===== config.mk =====
export PLATFORM = sky130hd
export DESIGN_NAME = pc_sequencer
export DESIGN_NICKNAME = d
export VERILOG_FILES = /design/src/rtl/pc_sequencer.sv
export SDC_FILE = /design/constraint.sdc
export NUM_CORES = 1
export LEC_CHECK = 0
export BUFFER_PORTS_ARGS = -buffer_cell sky130_fd_sc_hd__buf_2
export CAP_MARGIN = 30
export CORE_MARGIN = 4
export CORE_UTILIZATION = 54
export DETAILED_ROUTE_END_ITERATION = 10
export PLACE_DENSITY_LB_ADDON = 0.3
export SYNTH_ARGS = -nofsm -noshare
export SYNTH_HDL_FRONTEND = slang
export SYNTH_SLANG_ARGS = --single-unit

===== constraint.sdc =====
create_clock -name clk -period 4 [get_ports clk]
set_input_delay 0.4 -clock clk [delete_from_list [all_inputs] [get_ports clk]]
set_output_delay 0.4 -clock clk [all_outputs]
set_load 0.01 [all_outputs]

===== src/rtl/pc_sequencer.sv =====
// Purpose: program-counter sequencer; fetches, accepts one decoded instruction per fetch, computes next pc and JAL link.
// Latency: min 2 cycles/instr (FETCH + DECODE); ra_wr_en/align_err are registered pulses one cycle after acceptance.
// Backpressure: holds in FETCH until fetch_ack, holds in DECODE until instr_valid; pc stable while holding.
// Optional macro PC_SEQ_DELAY_SLOT_EN: MIPS branch delay slot (pending target, link = pc+8).
module pc_sequencer #(
    parameter logic [31:0] RESET_PC = 32'h0000_0000
) (
    input  logic        clk,
    input  logic        rst_n,
    output logic        fetch_req,
    input  logic        fetch_ack,
    output logic [31:0] pc,
    input  logic        instr_valid,
    output logic        instr_ready,
    input  logic        is_jump,
    input  logic        is_jal,
    input  logic        is_jr,
    input  logic        is_branch,
    input  logic [15:0] imm16,
    input  logic [25:0] target26,
    input  logic [31:0] rs_data,
    output logic        ra_wr_en,
    output logic [31:0] ra_wr_data,
    output logic        align_err
);

    typedef enum logic [1:0] {
        ST_BOOT   = 2'd0,
        ST_FETCH  = 2'd1,
        ST_DECODE = 2'd2
    } state_t;

    state_t      r_state;
    state_t      w_state_nxt;
    logic [31:0] r_pc;
    logic        r_ra_wr_en;
    logic [31:0] r_ra_wr_data;
    logic        r_align_err;

    logic        w_accept;
    logic [31:0] w_pc4;
    logic [31:0] w_br_off;
    logic        w_xfer;
    logic [31:0] w_xfer_tgt;
    logic        w_misalign;
    logic [31:0] w_next_pc;
    logic [31:0] w_link;
    logic        w_align_evt;

    // State register; reset abandons any fetch in progress.
    always_ff @(posedge clk or negedge rst_n) begin
        if (!rst_n) begin
            r_state <= ST_BOOT;
        end else begin
            r_state <= w_state_nxt;
        end
    end

    // Next-state and handshake outputs; acks/valids outside their state are ignored.
    always_comb begin
        w_state_nxt = r_state;
        fetch_req   = 1'b0;
        instr_ready = 1'b0;
        w_accept    = 1'b0;
        case (r_state)
            ST_BOOT: begin
                w_state_nxt = ST_FETCH;
            end
            ST_FETCH: begin
                fetch_req = 1'b1;
                if (fetch_ack) begin
                    w_state_nxt = ST_DECODE;
                end
            end
            ST_DECODE: begin
                instr_ready = 1'b1;
                if (instr_valid) begin
                    w_accept    = 1'b1;
                    w_state_nxt = ST_FETCH;
                end
            end
            default: begin
                w_state_nxt = ST_BOOT;
            end
        endcase
    end

    assign w_pc4    = r_pc + 32'd4;
    assign w_br_off = {{14{imm16[15]}}, imm16, 2'b00};

    // Control-transfer target with priority jr > jump/jal > branch.
    always_comb begin
        w_xfer     = 1'b0;
        w_xfer_tgt = w_pc4;
        w_misalign = 1'b0;
        if (is_jr) begin
            w_xfer     = 1'b1;
            w_xfer_tgt = {rs_data[31:2], 2'b00};
            w_misalign = |rs_data[1:0];
        end else if (is_jump || is_jal) begin
            w_xfer     = 1'b1;
            w_xfer_tgt = {w_pc4[31:28], target26, 2'b00};
        end else if (is_branch) begin
            w_xfer     = 1'b1;
            w_xfer_tgt = w_pc4 + w_br_off;
        end
    end

`ifdef PC_SEQ_DELAY_SLOT_EN
    logic        r_pend_vld;
    logic [31:0] r_pend_pc;

    // Delay slot: a transfer only redirects after the next instruction; the slot's own flags are ignored.
    always_comb begin
        w_next_pc   = r_pend_vld ? r_pend_pc : w_pc4;
        w_link      = r_pc + 32'd8;
        w_align_evt = w_misalign && !r_pend_vld;
    end

    // Pending target register, armed by a transfer and consumed by the delay-slot instruction.
    always_ff @(posedge clk or negedge rst_n) begin
        if (!rst_n) begin
            r_pend_vld <= 1'b0;
            r_pend_pc  <= 32'd0;
        end else if (w_accept) begin
            if (r_pend_vld) begin
                r_pend_vld <= 1'b0;
            end else if (w_xfer) begin
                r_pend_vld <= 1'b1;
                r_pend_pc  <= w_xfer_tgt;
            end
        end
    end
`else
    // Transfers redirect immediately; link is the return address pc+4.
    always_comb begin
        w_next_pc   = w_xfer ? w_xfer_tgt : w_pc4;
        w_link      = w_pc4;
        w_align_evt = w_misalign;
    end
`endif

    // Program counter advances only when an instruction is accepted.
    always_ff @(posedge clk or negedge rst_n) begin
        if (!rst_n) begin
            r_pc <= RESET_PC;
        end else if (w_accept) begin
            r_pc <= w_next_pc;
        end
    end

    // One-cycle link-write and alignment-error pulses; link data holds between writes.
    always_ff @(posedge clk or negedge rst_n) begin
        if (!rst_n) begin
            r_ra_wr_en   <= 1'b0;
            r_ra_wr_data <= 32'd0;
            r_align_err  <= 1'b0;
        end else begin
            r_ra_wr_en  <= w_accept && is_jal;
            r_align_err <= w_accept && w_align_evt;
            if (w_accept && is_jal) begin
                r_ra_wr_data <= w_link;
            end
        end
    end

    assign pc         = r_pc;
    assign ra_wr_en   = r_ra_wr_en;
    assign ra_wr_data = r_ra_wr_data;
    assign align_err  = r_align_err;

endmodule


# Yosys cells after proc, flatten, opt, wreduce, memory -nomap -nowiden

Index checks and enable logic that the tools add are counted.
Widths: inputs -> output; s select.

Register bits after elaboration: 68
Latch bits: 0
Memory bits (writable): 0
Memories kept: 0
Output and inout bits: 68
Bits in read-only memories: 0
Input bits: 82
Logic and storage cells: 32

Magnitude comparators: 0
$add $sub $neg: 2
Multipliers: 0
Divide/modulo/power cells: 0
Shifts and indexed selects: 0
Reduce and logical (&&, ||, !) cells: 6
Muxes and demuxes: 15
Eq/ne operators: 4
Bitwise gates (word level): 0

Operators with widths:

| operator              | number |
|---|---|
| $mux 32               | 4 |
| $add 32x3->32 const B | 1 |
| $add 32x32->32        | 1 |
| $mux 1                | 8 |
| $pmux 2 s3            | 1 |
| $mux 2                | 2 |
| $ne 2x2->1 const B    | 2 |
| $eq 2x1->1 const B    | 1 |
| $eq 2x2->1 const B    | 1 |
| $logic_and 1x1->1     | 2 |
| $logic_not 2->1       | 1 |
| $reduce_and 2->1      | 1 |
| $reduce_or 2->1       | 1 |
| $logic_or 1x1->1      | 1 |

# Longest topological paths before layout

Word-level depth: 6
Gate-level depth with buffers: 18
Gate-level depth less buffers: 17

# Worst setup path before layout

No wires, ideal clock.

Kind: register to register
Start point: register r_pc[2] (netlist: pc[2])
End point: register r_pc[31] (netlist: pc[31])
Clock period less this slack: 3.503 ns
Data required time: 3.875 ns
Buffers on the path: 0
Cell stages (with the launch flop): 18
Arrival: 3.378 ns
Library setup time: 0.125 ns
Slack: 0.497 ns
Path through: dfrtp_1 ha_1 nand2_1 or2_1 nor2_1 and3_1 nand3_1 xnor2_1 ha_1 nand2_1 nor2_1 nand3_1 nor2_1 nor3_1 a311oi_1 mux2_2 nand4_1 nand3_1

Word-level cells in the longest chain between the ends: 6

RTL lines:

| element                | line | RTL |
|---|---|---|
| from (decl)            | 35   | `logic [31:0] r_pc;` |
| from (signal assigned) | 148  | `r_pc <= w_next_pc;` |
| $add 32x3->32          | 88   | `assign w_pc4 = r_pc + 32'd4;` |
| net w_link[22]         | 47   | `logic [31:0] w_link;` |
| $add 32x32->32         | 105  | `w_xfer_tgt = w_pc4 + w_br_off;` |
| $mux 32                | 103  | `end else if (is_branch) begin` |
| $mux 32                | 100  | `end else if (is_jump \|\| is_jal) begin` |
| $mux 32                | 96   | `if (is_jr) begin` |
| $mux 32                | 137  | `w_next_pc = w_xfer ? w_xfer_tgt : w_pc4;` |

The timed path passes the listed nets, and every way through them passes these cells.
A chain may end at the register's enable or synchronous reset.

# Worst setup path in the final report

Start point: register r_pc[3] (netlist: pc[3])
End point: register r_pc[24] (netlist: pc[24])

Same word-level chain as after synthesis.

==> impl_metrics.yaml <==
sta:
  period_minus_slack_ns: 3.84
  tightest_slew_ns: 0.895
  fin_crit_sh: 0.960
  final_max_slew_viol_count: 0
  max_slew_margin: 0.403
  max_freq_mhz: 260
  fin_hold_ws_ns: 0.295
  hold_violations: 0
  fin_ws_ns: 0.159
  setup_viol: 0
  finalSetupTns_ns: 0
  skew_ns: 0.00601
power:
  pwr-share-clk: 0.108
  switching_share: 0.492
  p_leak_nw: 3.34
  p_int_mw: 2.49
  power_mw: 4.90
  peakVddDrop_uv: 423
  powerDensity_nw_per_um2: 732
  power.net_switching_mw: 2.41
  combPwrFrac: 0.639
  power_frac_seq: 0.252
clock_tree:
  path_clk_slew_ns: 0.08
  clockBufferDepth: 2
  root_buffer: "clkbuf_8"
  cts_sinks: 64
  cts_tree: "yes"
  cts_max_level: 3
  cts_buffers: 9
  clock_latency_ns: 0.36
worst_setup_path:
  cp-start-kind: "flop"
  crit_required_ns: 4.28
  r2r-start: "pc[3]"
  endpoint_kind: "flop"
  worstRegToRegCells: 15
  cp_max_fo: 8
  r2r_slack_ns: 0.16
  critPathArrivalTime_ns: 4.12
  critPathKind: "reg2reg"
  rr_endpoint: "pc[24]"
yosys:
  synth_top_area_frac: 0.291
  syn_area_um2: 5500
  ys_seq_area_frac: 0.291
  synthArstFlopShare: 1.00
  synth-edff-count: 0
  synth_cell_types: 68
  synth_top_cell_by_area: "dfrtp_1"
  ys_warn_count: 0
  synth_area_per_cell_um2: 7.99
  synth.area.top_cells: "dfrtp_1, ha_1, a21oi_1"
  synth_ff_type: "dfrtp_1"
  ys_ff_latch: 64
  synthCells: 689
grt:
  antenna_found_initial: 0
  grt_max_degree: 44
  grt_pass1_vias: 5584
  track_usage: 0.332
  grt-ovfl-total: 0
  grt_pass1_wl_um: 30000
run_status:
  status: "completed"
cells_and_area:
  drive_above_1_share: 0.279
  syn2layout_area_growth_pct: 21.5
  nNetsFinal: 966
  layoutNonFillerInstCount: 985
  utilization: 0.678
  final_area_um2: 6690
  antennaDiodeCount: 0
  fillers: 863
die:
  core_region_area_um2: 9860
  start_util: 0.558
  rows: 36
  die-area_um2: 11900
  fp.dieH_um: 109
  die-width_um: 109
  ios: 150
place:
  hpwl_um: 15100
  placed_area_um2: 6430
  portBuffers: 145
  dp_slack_ns: 0.160
  place.gp.congestion: 1.00
  placedCellCount: 966
routing:
  dr.pass1.iters: 5
  vias_per_cell: 5.96
  routedWlPerCell_um: 20.1
  ant_nets: 0
  vias: 5875
  drc: 0
  drtIter0Drc: 488
  postRouteWirelength_um: 19800
job:
  drv_cap: 0
hold_path:
  hold_path_class: "in2reg"
  hp-start: "rs_data[17]"
  hold_path_depth: 3
  whs_endpoint: "pc[17]"
==> what timing repair did <==
action / in CTS / in global routing
endpoints found under the hold margin: 6 / 0
endpoints found under the setup margin: 0 / 8
hold buffers: 1 / 0
buffers inserted: 0 / 2
gates resized for setup: 0 / 12
==> cell usage after synthesis (2+ instances only) <==
master / instances
nand3_1: 23
nand2b_1: 3
o211ai_1: 2
nor4_1: 2
nor2_1: 68
a21o_1: 19
nor4b_1: 2
or2_2: 5
o221ai_1: 2
nor2b_1: 2
a211oi_1: 21
xor2_1: 21
nand2_1: 81
nand4_1: 8
and3_1: 12
buf_4: 6
dfrtp_1: 64
xnor2_1: 26
a31oi_1: 2
o21ai_0: 63
o21ai_2: 2
o21ai_1: 4
o22ai_1: 3
clkbuf_8: 6
nor3_1: 13
clkbuf_1: 18
or3_1: 9
a211o_1: 3
a311oi_1: 2
inv_1: 24
ha_1: 36
o21a_1: 4
mux2_2: 13
o31ai_1: 2
a21boi_0: 2
o21bai_1: 4
mux2i_1: 3
a21oi_1: 67
clkbuf_2: 2
and2_1: 5
a22oi_1: 3
and4_1: 6
==> layout make-up <==
type | instances | area (µm²) | share of cell area
Timing Repair Buffer | 178 | 988 | 0.148
Tap cell | 133 | 166 | 0.0249
Clock buffer | 10 | 138 | 0.0206
Clock inverter | 6 | 43.8 | 0.00655
Multi-Input combinational cell | 569 | 3650 | 0.547
Sequential cell | 64 | 1600 | 0.240
Inverter | 25 | 93.8 | 0.0140
==> placed cells by master, fill, tap and decap left out, types with 4 or more instances in the layout <==
| cell type | netlist | layout |
|---|---|---|
| a211oi_1 | 21 | 20 |
| a21o_1 | 19 | 19 |
| a21oi_1 | 67 | 66 |
| and2_1 | 5 | 5 |
| and3_1 | 12 | 12 |
| and4_1 | 6 | 6 |
| buf_2 | 0 | 145 |
| buf_4 | 6 | 31 |
| clkbuf_8 | 6 | 10 |
| conb_1 | 1 | 4 |
| dfrtp_1 | 64 | 64 |
| ha_1 | 36 | 34 |
| inv_1 | 24 | 24 |
| mux2_2 | 13 | 13 |
| nand2_1 | 81 | 81 |
| nand3_1 | 23 | 23 |
| nand4_1 | 8 | 8 |
| nor2_1 | 68 | 63 |
| nor2_2 | 0 | 4 |
| nor3_1 | 13 | 13 |
| o21a_1 | 4 | 4 |
| o21ai_0 | 63 | 63 |
| o21ai_1 | 4 | 4 |
| o21bai_1 | 4 | 4 |
| or2_2 | 5 | 5 |
| or3_1 | 9 | 9 |
| xnor2_1 | 26 | 25 |
| xor2_1 | 21 | 19 |
==> cell families after synthesis <==
| kind of cell | synth area share |
|---|---|
| flip-flops | 0.291 |
| AO/OA/AOI/OAI | 0.239 |
| multiplexers | 0.0321 |
| adder cells (fa/ha/maj) | 0.0855 |
| buffers and inverters | 0.0571 |
| other | 0.000681 |
| XOR/XNOR | 0.0777 |
| AND/OR/NAND/NOR | 0.217 |
==> power groups by stage <==
stage | clock (mW) | combinational, mW | sequential, mW
5_1_grt | 0.561 | 3.41 | 1.27
2_1_floorplan | 0 | 1.80 | 1.33
3_5_place_dp | 0 | 3.01 | 1.23
3_3_place_gp | 0 | 2.96 | 1.21
4_1_cts | 0.533 | 3.04 | 1.22
6_report | 0.531 | 3.13 | 1.24
==> flip-flops by register name, indices dropped and copies added, names as in the netlist <==
name and cells:
pc 30, ra_wr_en 1, align_err 1, ra_wr_data 30, r_state 2
==> worst max-delay path: stages (launching register included) <==
cell and delay (ns):
dfrtp_1 0.40, ha_2 0.22, nand2_1 0.10, nor2_2 0.17, nand4_1 0.19, xor2_2 0.28, inv_1 0.08, ha_2 0.41
and4_4 0.28, o211ai_2 0.10, o21ai_2 0.21, o2111ai_2 0.16, a31oi_1 0.42, xnor2_1 0.12, a2111o_1 0.43, a31oi_1 0.18
==> worst max-delay path by stage <==
stage / start / end / slack, ns
2_1_floorplan: pc[2] / pc[31] / 0.50
3_3_place_gp: pc[3] / pc[31] / 0.19
3_5_place_dp: pc[3] / pc[31] / 0.16
4_1_cts: pc[3] / pc[31] / 0.13
5_1_grt: pc[3] / pc[31] / -0.04
6_report: pc[3] / pc[24] / 0.16
==> layer usage <==
| metal | track usage | up-vias | share of wire |
|---|---|---|---|
| met3 | 0.0793 | 38 | 0.095 |
| li1 | - | 2778 | - |
| met4 | 0.115 | 0 | 0.029 |
| met1 | 0.451 | 2722 | 0.43 |
| met5 | 0 | - | 0 |
| met2 | 0.519 | 337 | 0.44 |
(Power assumes the default switching activity.)
